**src/rtl/ritc_vcdl_phase_scan.sv**
```systemverilog
// VCDL phase-scan calibration sequencer: fires VCDL pulses, samples the feedback
// bit and steps the MMCM phase shift to locate the first rising VCDL edge.
module ritc_vcdl_phase_scan #(
    parameter int STEP_BITS  = 8,
    parameter int NPULSE     = 16,
    parameter int SETTLE     = 32,
    parameter int PS_TIMEOUT = 255
) (
    input  logic                        user_clk_i,
    input  logic                        rst_i,
    input  logic                        start_i,
    input  logic                        abort_i,
    input  logic [STEP_BITS-1:0]        nsteps_i,
    input  logic                        vcdl_ps_q_i,
    output logic                        vcdl_pulse_o,
    output logic                        ps_en_o,
    output logic                        ps_incdec_o,
    input  logic                        ps_done_i,
    output logic                        busy_o,
    output logic                        done_o,
    output logic                        edge_found_o,
    output logic [STEP_BITS-1:0]        edge_step_o,
    output logic                        timeout_o,
    output logic [$clog2(NPULSE):0]     hits_o
);

    localparam int HB = $clog2(NPULSE) + 1;
    localparam int SB = $clog2(SETTLE);
    localparam int WB = $clog2(PS_TIMEOUT + 1);

    localparam logic [HB-1:0] NPULSE_C    = HB'(NPULSE);
    localparam logic [HB-1:0] HALF_C      = HB'(NPULSE / 2);
    localparam logic [SB-1:0] SETTLE_LAST = SB'(SETTLE - 2);
    localparam logic [WB-1:0] WAIT_LAST   = WB'(PS_TIMEOUT - 1);

    typedef enum logic [2:0] {
        S_IDLE    = 3'd0,
        S_PULSE   = 3'd1,
        S_SETTLE  = 3'd2,
        S_SAMPLE  = 3'd3,
        S_EVAL    = 3'd4,
        S_PS_REQ  = 3'd5,
        S_PS_WAIT = 3'd6,
        S_DONE    = 3'd7
    } state_t;

    state_t               state_q;
    logic [1:0]           sync_q;
    logic [STEP_BITS-1:0] step_q;
    logic [HB-1:0]        hits_q;
    logic [HB-1:0]        pcount_q;
    logic [SB-1:0]        scnt_q;
    logic [WB-1:0]        wcnt_q;
    logic                 prev_high_q;
    logic                 vcdl_pulse_q;
    logic                 ps_en_q;
    logic                 busy_q;
    logic                 done_q;
    logic                 edge_found_q;
    logic [STEP_BITS-1:0] edge_step_q;
    logic                 timeout_q;
    logic [HB-1:0]        hits_out_q;

    logic [STEP_BITS-1:0] last_step_d;
    logic [HB-1:0]        hits_d;
    logic [HB-1:0]        pcount_d;
    logic                 high_d;

    // Step bound, saturating hit count and the majority decision for this step
    always_comb begin
        last_step_d = (nsteps_i == {STEP_BITS{1'b0}}) ? {STEP_BITS{1'b0}}
                                                      : nsteps_i - STEP_BITS'(1);
        hits_d      = (sync_q[1] && (hits_q != NPULSE_C)) ? hits_q + HB'(1) : hits_q;
        pcount_d    = pcount_q + HB'(1);
        high_d      = (hits_q >= HALF_C);
    end

    // Two-stage synchronizer for the feedback bit sampled on clk_ps
    always_ff @(posedge user_clk_i or posedge rst_i) begin
        if (rst_i) begin
            sync_q <= 2'b00;
        end else begin
            sync_q <= {sync_q[0], vcdl_ps_q_i};
        end
    end

    // Scan sequencer with registered strobes and results
    always_ff @(posedge user_clk_i or posedge rst_i) begin
        if (rst_i) begin
            state_q      <= S_IDLE;
            step_q       <= {STEP_BITS{1'b0}};
            hits_q       <= {HB{1'b0}};
            pcount_q     <= {HB{1'b0}};
            scnt_q       <= {SB{1'b0}};
            wcnt_q       <= {WB{1'b0}};
            prev_high_q  <= 1'b0;
            vcdl_pulse_q <= 1'b0;
            ps_en_q      <= 1'b0;
            busy_q       <= 1'b0;
            done_q       <= 1'b0;
            edge_found_q <= 1'b0;
            edge_step_q  <= {STEP_BITS{1'b0}};
            timeout_q    <= 1'b0;
            hits_out_q   <= {HB{1'b0}};
        end else begin
            vcdl_pulse_q <= 1'b0;
            ps_en_q      <= 1'b0;
            done_q       <= 1'b0;
            if (abort_i && (state_q != S_IDLE)) begin
                // Abort leaves the block quiescent with every output cleared
                state_q      <= S_IDLE;
                busy_q       <= 1'b0;
                edge_found_q <= 1'b0;
                edge_step_q  <= {STEP_BITS{1'b0}};
                timeout_q    <= 1'b0;
                hits_out_q   <= {HB{1'b0}};
            end else begin
                case (state_q)
                    S_IDLE: begin
                        if (start_i) begin
                            step_q       <= {STEP_BITS{1'b0}};
                            hits_q       <= {HB{1'b0}};
                            pcount_q     <= {HB{1'b0}};
                            prev_high_q  <= 1'b0;
                            edge_found_q <= 1'b0;
                            edge_step_q  <= {STEP_BITS{1'b0}};
                            timeout_q    <= 1'b0;
                            busy_q       <= 1'b1;
                            vcdl_pulse_q <= 1'b1;
                            state_q      <= S_PULSE;
                        end else begin
                            state_q <= S_IDLE;
                        end
                    end
                    S_PULSE: begin
                        scnt_q  <= {SB{1'b0}};
                        state_q <= S_SETTLE;
                    end
                    S_SETTLE: begin
                        if (scnt_q == SETTLE_LAST) begin
                            state_q <= S_SAMPLE;
                        end else begin
                            scnt_q <= scnt_q + SB'(1);
                        end
                    end
                    S_SAMPLE: begin
                        hits_q   <= hits_d;
                        pcount_q <= pcount_d;
                        if (pcount_d == NPULSE_C) begin
                            state_q <= S_EVAL;
                        end else begin
                            vcdl_pulse_q <= 1'b1;
                            state_q      <= S_PULSE;
                        end
                    end
                    S_EVAL: begin
                        // Only the first low-to-high transition after step 0 is an edge
                        if (high_d && !prev_high_q && !edge_found_q &&
                            (step_q != {STEP_BITS{1'b0}})) begin
                            edge_found_q <= 1'b1;
                            edge_step_q  <= step_q;
                        end
                        hits_out_q  <= hits_q;
                        prev_high_q <= high_d;
                        if (step_q == last_step_d) begin
                            done_q  <= 1'b1;
                            state_q <= S_DONE;
                        end else begin
                            ps_en_q <= 1'b1;
                            state_q <= S_PS_REQ;
                        end
                    end
                    S_PS_REQ: begin
                        wcnt_q  <= {WB{1'b0}};
                        state_q <= S_PS_WAIT;
                    end
                    S_PS_WAIT: begin
                        if (ps_done_i) begin
                            step_q       <= step_q + STEP_BITS'(1);
                            hits_q       <= {HB{1'b0}};
                            pcount_q     <= {HB{1'b0}};
                            vcdl_pulse_q <= 1'b1;
                            state_q      <= S_PULSE;
                        end else if (wcnt_q == WAIT_LAST) begin
                            timeout_q <= 1'b1;
                            done_q    <= 1'b1;
                            state_q   <= S_DONE;
                        end else begin
                            wcnt_q <= wcnt_q + WB'(1);
                        end
                    end
                    S_DONE: begin
                        busy_q  <= 1'b0;
                        state_q <= S_IDLE;
                    end
                    default: begin
                        busy_q  <= 1'b0;
                        state_q <= S_IDLE;
                    end
                endcase
            end
        end
    end

    assign vcdl_pulse_o = vcdl_pulse_q;
    assign ps_en_o      = ps_en_q;
    assign ps_incdec_o  = 1'b1;
    assign busy_o       = busy_q;
    assign done_o       = done_q;
    assign edge_found_o = edge_found_q;
    assign edge_step_o  = edge_step_q;
    assign timeout_o    = timeout_q;
    assign hits_o       = hits_out_q;

endmodule

```
**config.mk**
```make
export PLATFORM = sky130hd
export DESIGN_NAME = ritc_vcdl_phase_scan
export DESIGN_NICKNAME = d
export VERILOG_FILES = /design/src/rtl/ritc_vcdl_phase_scan.sv
export SDC_FILE = /design/constraint.sdc
export NUM_CORES = 1
export LEC_CHECK = 0
export BUFFER_PORTS_ARGS = -buffer_cell sky130_fd_sc_hd__buf_2
export CORE_UTILIZATION = 30
export DETAILED_ROUTE_END_ITERATION = 12
export GPL_TIMING_DRIVEN = 0
export HOLD_SLACK_MARGIN = 0.15
export PLACE_DENSITY = 0.46
export SYNTH_ARGS = -nofsm -noshare
export SYNTH_HDL_FRONTEND = slang
export SYNTH_SLANG_ARGS = --single-unit
export TNS_END_PERCENT = 20
```
**constraint.sdc**
```tcl
create_clock -name user_clk_i -period 3.9 [get_ports user_clk_i]
set_clock_uncertainty 0.2 [all_clocks]
set_input_delay 0.195 -clock user_clk_i [delete_from_list [all_inputs] [get_ports user_clk_i]]
set_output_delay 0.195 -clock user_clk_i [all_outputs]
set_load 0.02 [all_outputs]
```
* Yosys cells after proc, flatten, opt, wreduce, memory -nomap -nowiden
Cells that the tools add are included.
** Word-level totals
- Memory bits (writable) :: 0
- Memories kept :: 0
- Output and inout port bits :: 20
- Flip-flop bits (word level) :: 56
- Latch bits :: 0
- Memory bits (read-only) :: 0
** Cells by class
- Bitwise operators :: 1
- Shift operators :: 0
- Reductions and logical operators :: 30
- Magnitude comparators :: 1
- Mux-type cells :: 52
- $mul :: 0
- $add $sub $neg :: 6
- Equality and inequality tests :: 24
- Divide/modulo/power cells :: 0
** Operators with widths (number)
- two-way mux 8 bit :: 7
- one-hot mux 8 bit (2 select lines) :: 3
- two-way mux 5 bit :: 6
- one-hot mux 5 bit (3 select lines) :: 2
- one-hot mux 3 bit (8 select lines) :: 1
- two-way mux 1 bit :: 20
- adder 8 x 1 -> 8 bit, second input constant :: 2
- AND reduction 4 bit :: 4
- adder 5 x 1 -> 5 bit, second input constant :: 3
- two-way mux 3 bit :: 5
- != test 3 bit, second input constant :: 5
- nonzero test 3 bit :: 5
- == test 3 bit, second input constant :: 4
- != test 2 bit, second input constant :: 6
- == test 5 bit, second input constant :: 2
- one-hot mux 1 bit (2 select lines) :: 5
- one-hot mux 5 bit (2 select lines) :: 1
- nonzero test 2 bit :: 5
- AND reduction 3 bit :: 3
- == test 8 bit :: 1
- == test 8 bit, second input constant :: 1
- logical NOT 8 bit :: 1
- nonzero test 8 bit :: 1
- subtractor 8 x 1 -> 8 bit, second input constant :: 1
- other kinds (13) :: 20

* Logic depth before layout (Yosys ltp)
- Word-level depth :: 7
- Gate-level depth with buffers :: 9
- Gate-level depth less buffers :: 8

* Worst setup path before layout
No wires, ideal clock.
- Path type :: input port to flip-flop
- Start :: input port nsteps_i[0]
- End :: register done_q, in the netlist done_o
- Path slack :: 1.779 ns
- Data arrival time :: 1.801 ns
- Stages :: 8
- Data required time :: 3.580 ns
- Buffers on the path :: 1
- Path through :: inv_1 -> ha_1 -> buf_2 -> or2b_2 -> or4_4 -> a32oi_2 -> nor4_2 -> a31o_1
** On the way
- Longest elaborated chain between the ends :: 6
- Elaborated cells between the ends (all ways) :: 7
- Those cells by class :: add/sub (1); eq/ne (1); mux (4); reduce/logical (1)
** Ends and longest elaborated chain
- start, declared :: line 13 : input logic [STEP_BITS-1:0] nsteps_i,
- subtractor 8 x 1 -> 8 bit or logical NOT 8 bit (tied branches) :: line 72, 71
- two-way mux 8 bit (*) :: line 71 : last_step_d = (nsteps_i == {STEP_BITS{1'b0}}) ? {STEP_BITS{1'b0}}
- == test 8 bit (*) :: line 165 : if (step_q == last_step_d) begin
- two-way mux 1 bit (*) :: line 165
- one-hot mux 1 bit (2 select lines) (*) :: line 118 : case (state_q)
- two-way mux 1 bit (*) :: line 109 : if (abort_i && (state_q != S_IDLE)) begin
- end signal, assigned :: line 108 : done_q <= 1'b0;
- end signal, assigned :: line 166 : done_q <= 1'b1;
- end signal, assigned :: line 186 : done_q <= 1'b1;
- end, declared :: line 58 : logic done_q;
Mark *: on every way between the ends. The rest lies on a longest branch, timed or not.
A chain may end at the register's enable or synchronous reset.

* Worst setup path in the final report
- Start :: register state_q[1]
- End :: register edge_step_q[7], in the netlist edge_step_o[7]
** On the way
- Longest elaborated chain between the ends :: 4
- Elaborated cells between the ends (all ways) :: 10
- Those cells by class :: eq/ne (3); mux (2); reduce/logical (5)
** Ends and longest elaborated chain
- start, declared :: line 47 : state_t state_q;
- start signal, assigned :: line 90 : state_q <= S_IDLE;
- start signal, assigned :: line 111 : state_q <= S_IDLE;
- start signal, assigned :: line 130 : state_q <= S_PULSE;
- nonzero test 3 bit :: line 109
- logical AND 1 bit :: line 109
- != test 3 bit (no source line) or nonzero test 3 bit (tied branches)
- AND reduction 3 bit (no source line)
- end signal, assigned :: line 102 : edge_step_q <= {STEP_BITS{1'b0}};
- end signal, assigned :: line 114 : edge_step_q <= {STEP_BITS{1'b0}};
- end signal, assigned :: line 126 : edge_step_q <= {STEP_BITS{1'b0}};
- end, declared :: line 60 : logic [STEP_BITS-1:0] edge_step_q;
Several ways; a longest one is shown, not always the timed one.

==> flow_summary.ini <==
[hold_path]
hold_path.class = reg2reg

[clock_tree]
clockRootBuffer = clkbuf_8
htreeDepth = 2
post_cts_buffers = 0
cts_tree = built
clock_path_buffers = 2
cts_sinks = 56
cts_made_buffers = 5
clk_latency_ns = 0.31
clkTransAtPathRegs_ns = 0.10

[final_layout]
finalInstanceArea_mm2 = 0.00373
drive_gt1_share_pct = 15.4
n_fill_cell = 1101
post-route-util_pct = 36.0
finish.net_count = 420
finalNonFillerCells = 533
antenna_cells = 0
area_growth_pct = 15.6

[setup_path]
crit_arrival_ns = 2.64
worst_ep_required_time_ns = 3.95
cp-start-kind = flop
crit_type = reg2reg
cp-end-kind = flop
crit_fanout = 10

[synth]
synth_most_common_cell = dfrtp_1
yosys.area_share.adder_pct = 3.88
yosys.area_share.xor_xnor_pct = 6.13
yosys_register_bits = 56
muxShareOfSynthArea_pct = 1.28
ys_async_sr_fraction_pct = 100
synth_edf_count = 0
synth-seq-area-share_pct = 43.4
yosysTopAreaCell = dfrtp_1
synth_common_cells = dfrtp_1, nand2_1, nor2_1, o21ai_0, a21oi_1
syn-mean-instance-area_um2 = 9.16
synth_area_mm2 = 0.00323
synth-simple-area-share_pct = 24.2
synthCells = 352
synthFlopType = dfrtp_1
yosysTopAreaCellShare_pct = 43.4
yosysUniqueCellTypes = 61
synth_nets = 376
yosys_warnings = 0
synth.area.top_cells = dfrtp_1, o21ai_0, nand2_1
synth_top_family_by_area = simple AND/OR/NAND/NOR gates
synth-compound-area-share_pct = 17.3

[timing]
finalCriticalPeriod_ns = 2.59
setup_viol = 0
max_freq_mhz = 386
tightest_slew_ns = 1.15
fin_crit_sh_pct = 66.4
grt_setup_unrepaired = false
setup_ws_ns = 1.31
final.setup.tns_ns = 0
whs_ns = 0.165
relSlewSlack_pct = 22.6
hold_viol_final = 0
final_max_slew_viol_count = 0

[floorplanning]
die-area_mm2 = 0.0112
io_pins = 34
initial_core_util_pct = 31.1
fp.dieW_um = 106
die_h_um = 106
placementRows = 37
coreArea_mm2 = 0.0104

[placed_design]
dp_slack_ns = 1.34
gp_congestion = 0.811
portBuffers = 31
hpwlAfterDp_um = 5790
dpl_cell_area_mm2 = 0.00357
placed_cells = 520

[drt]
drc_errors = 0
wl_per_cell_um = 14.8
vias_per_cell = 5.12
first_pass_iters = 5
num_vias = 2728
drt_iter0_drc = 165
wl_um = 7880
ant_nets = 0

[power]
p_sw_mw = 0.481
irDropWorstVdd_v = 0.000194
pwr-share-clk_pct = 27.4
totalPowerFinal_mw = 1.41
power_frac_comb_pct = 26.3
internal_power_mw = 0.926
p_sw_share_pct = 34.2
cellLeakagePower_nw = 1.72
p_per_area_mw_per_mm2 = 377
power_frac_seq_pct = 46.3

[run_status]
status = finished clean

[global_route]
grt_overflow = 0
track_usage_pct = 15.0
antenna_found_initial = 0
grt_pass1_wl_um = 13400
grt_start_max_net_pins = 38
grt_pass1_vias = 2739

[run]
maxCapViolations = 0
-- worst paths after layout --
path | start | to | slack, ns | cells after the start
min in group asynchronous | rst_i | wcnt_q[3] | 0.23 | 3
min | sync_q[0] | sync_q[1] | 0.16 | 0
max in group asynchronous | rst_i | step_q[7] | 2.71 | 4
max reg2reg | state_q[1] | edge_step_o[7] | 1.31 | 5
max | state_q[1] | edge_step_o[7] | 1.31 | 5
min reg2reg | sync_q[0] | sync_q[1] | 0.16 | 0
-- registers in the layout, indices dropped and copies added (netlist names), 2 cells and up --
| name | count |
|---|---|
| state_q | 3 |
| hits_o | 5 |
| wcnt_q | 8 |
| sync_q | 2 |
| scnt_q | 5 |
| pcount_q | 5 |
| hits_q | 5 |
| edge_step_o | 8 |
| step_q | 8 |
-- layout make-up --
cell class                 count  area [µm²]  share of cell area, %
sequential                    56        1400                   37.6
tap                          136         170                   4.56
inverter                      11        41.3                   1.11
timing repair buffer          37         225                   6.04
clock inverter                 2        35.0                  0.940
multi-input combinational    270        1710                   45.8
clock buffer                   6        72.6                   1.95
buffer                        15        76.3                   2.05
-- cells in the final DEF (no fill, tap or decap), types with 10 or more instances in the layout --
master   Yosys  final
a21oi_1     16     16
buf_2        4     35
dfrtp_1     56     56
ha_1        10     10
inv_1       11     10
nand2_1     40     40
nand4_1     10     10
nor2_1      32     32
nor3_1      10     10
o21ai_0     31     31
xor2_1      13     13
-- critical path: stages (launching register included) --
cell	delay (ns)
dfrtp_1	0.42
buf_2	0.19
nor2_1	0.31
nand2_1	0.21
nor3_1	0.96
a22o_1	0.24
-- per-layer routing --
metal,vias to the layer above,global-route usage [%],routed length (µm)
li1,1348,-,-
met1,1325,19.9,3780
met2,46,24.9,3760
met3,9,2.23,238
met4,0,4.76,98
met5,-,0,0
-- power by group through the flow --
stage	clock network [mW]	logic, mW	registers, mW
after CTS	0.403	0.374	0.651
after global placement	0	0.365	0.661
after global routing	0.421	0.416	0.658
after floorplan	0	0.246	0.664
final	0.386	0.370	0.651
after detailed placement	0	0.369	0.662
-- repair_timing --
item / 4_1_cts / 5_1_grt
gates resized for setup: 0 / 0
hold endpoints to repair: 65 / 0
endpoints found under the setup margin: 0 / 0
hold buffers: 5 / 0
-- kinds of logic after synthesis --
kind of cell,count (synthesis)
AO/OA/AOI/OAI,86
XOR/XNOR,21
adder cells (fa/ha/maj),10
buffers and inverters,26
flip-flops,56
multiplexers,4
other,1
AND/OR/NAND/NOR,148
Power figures use the tool's default switching activity.
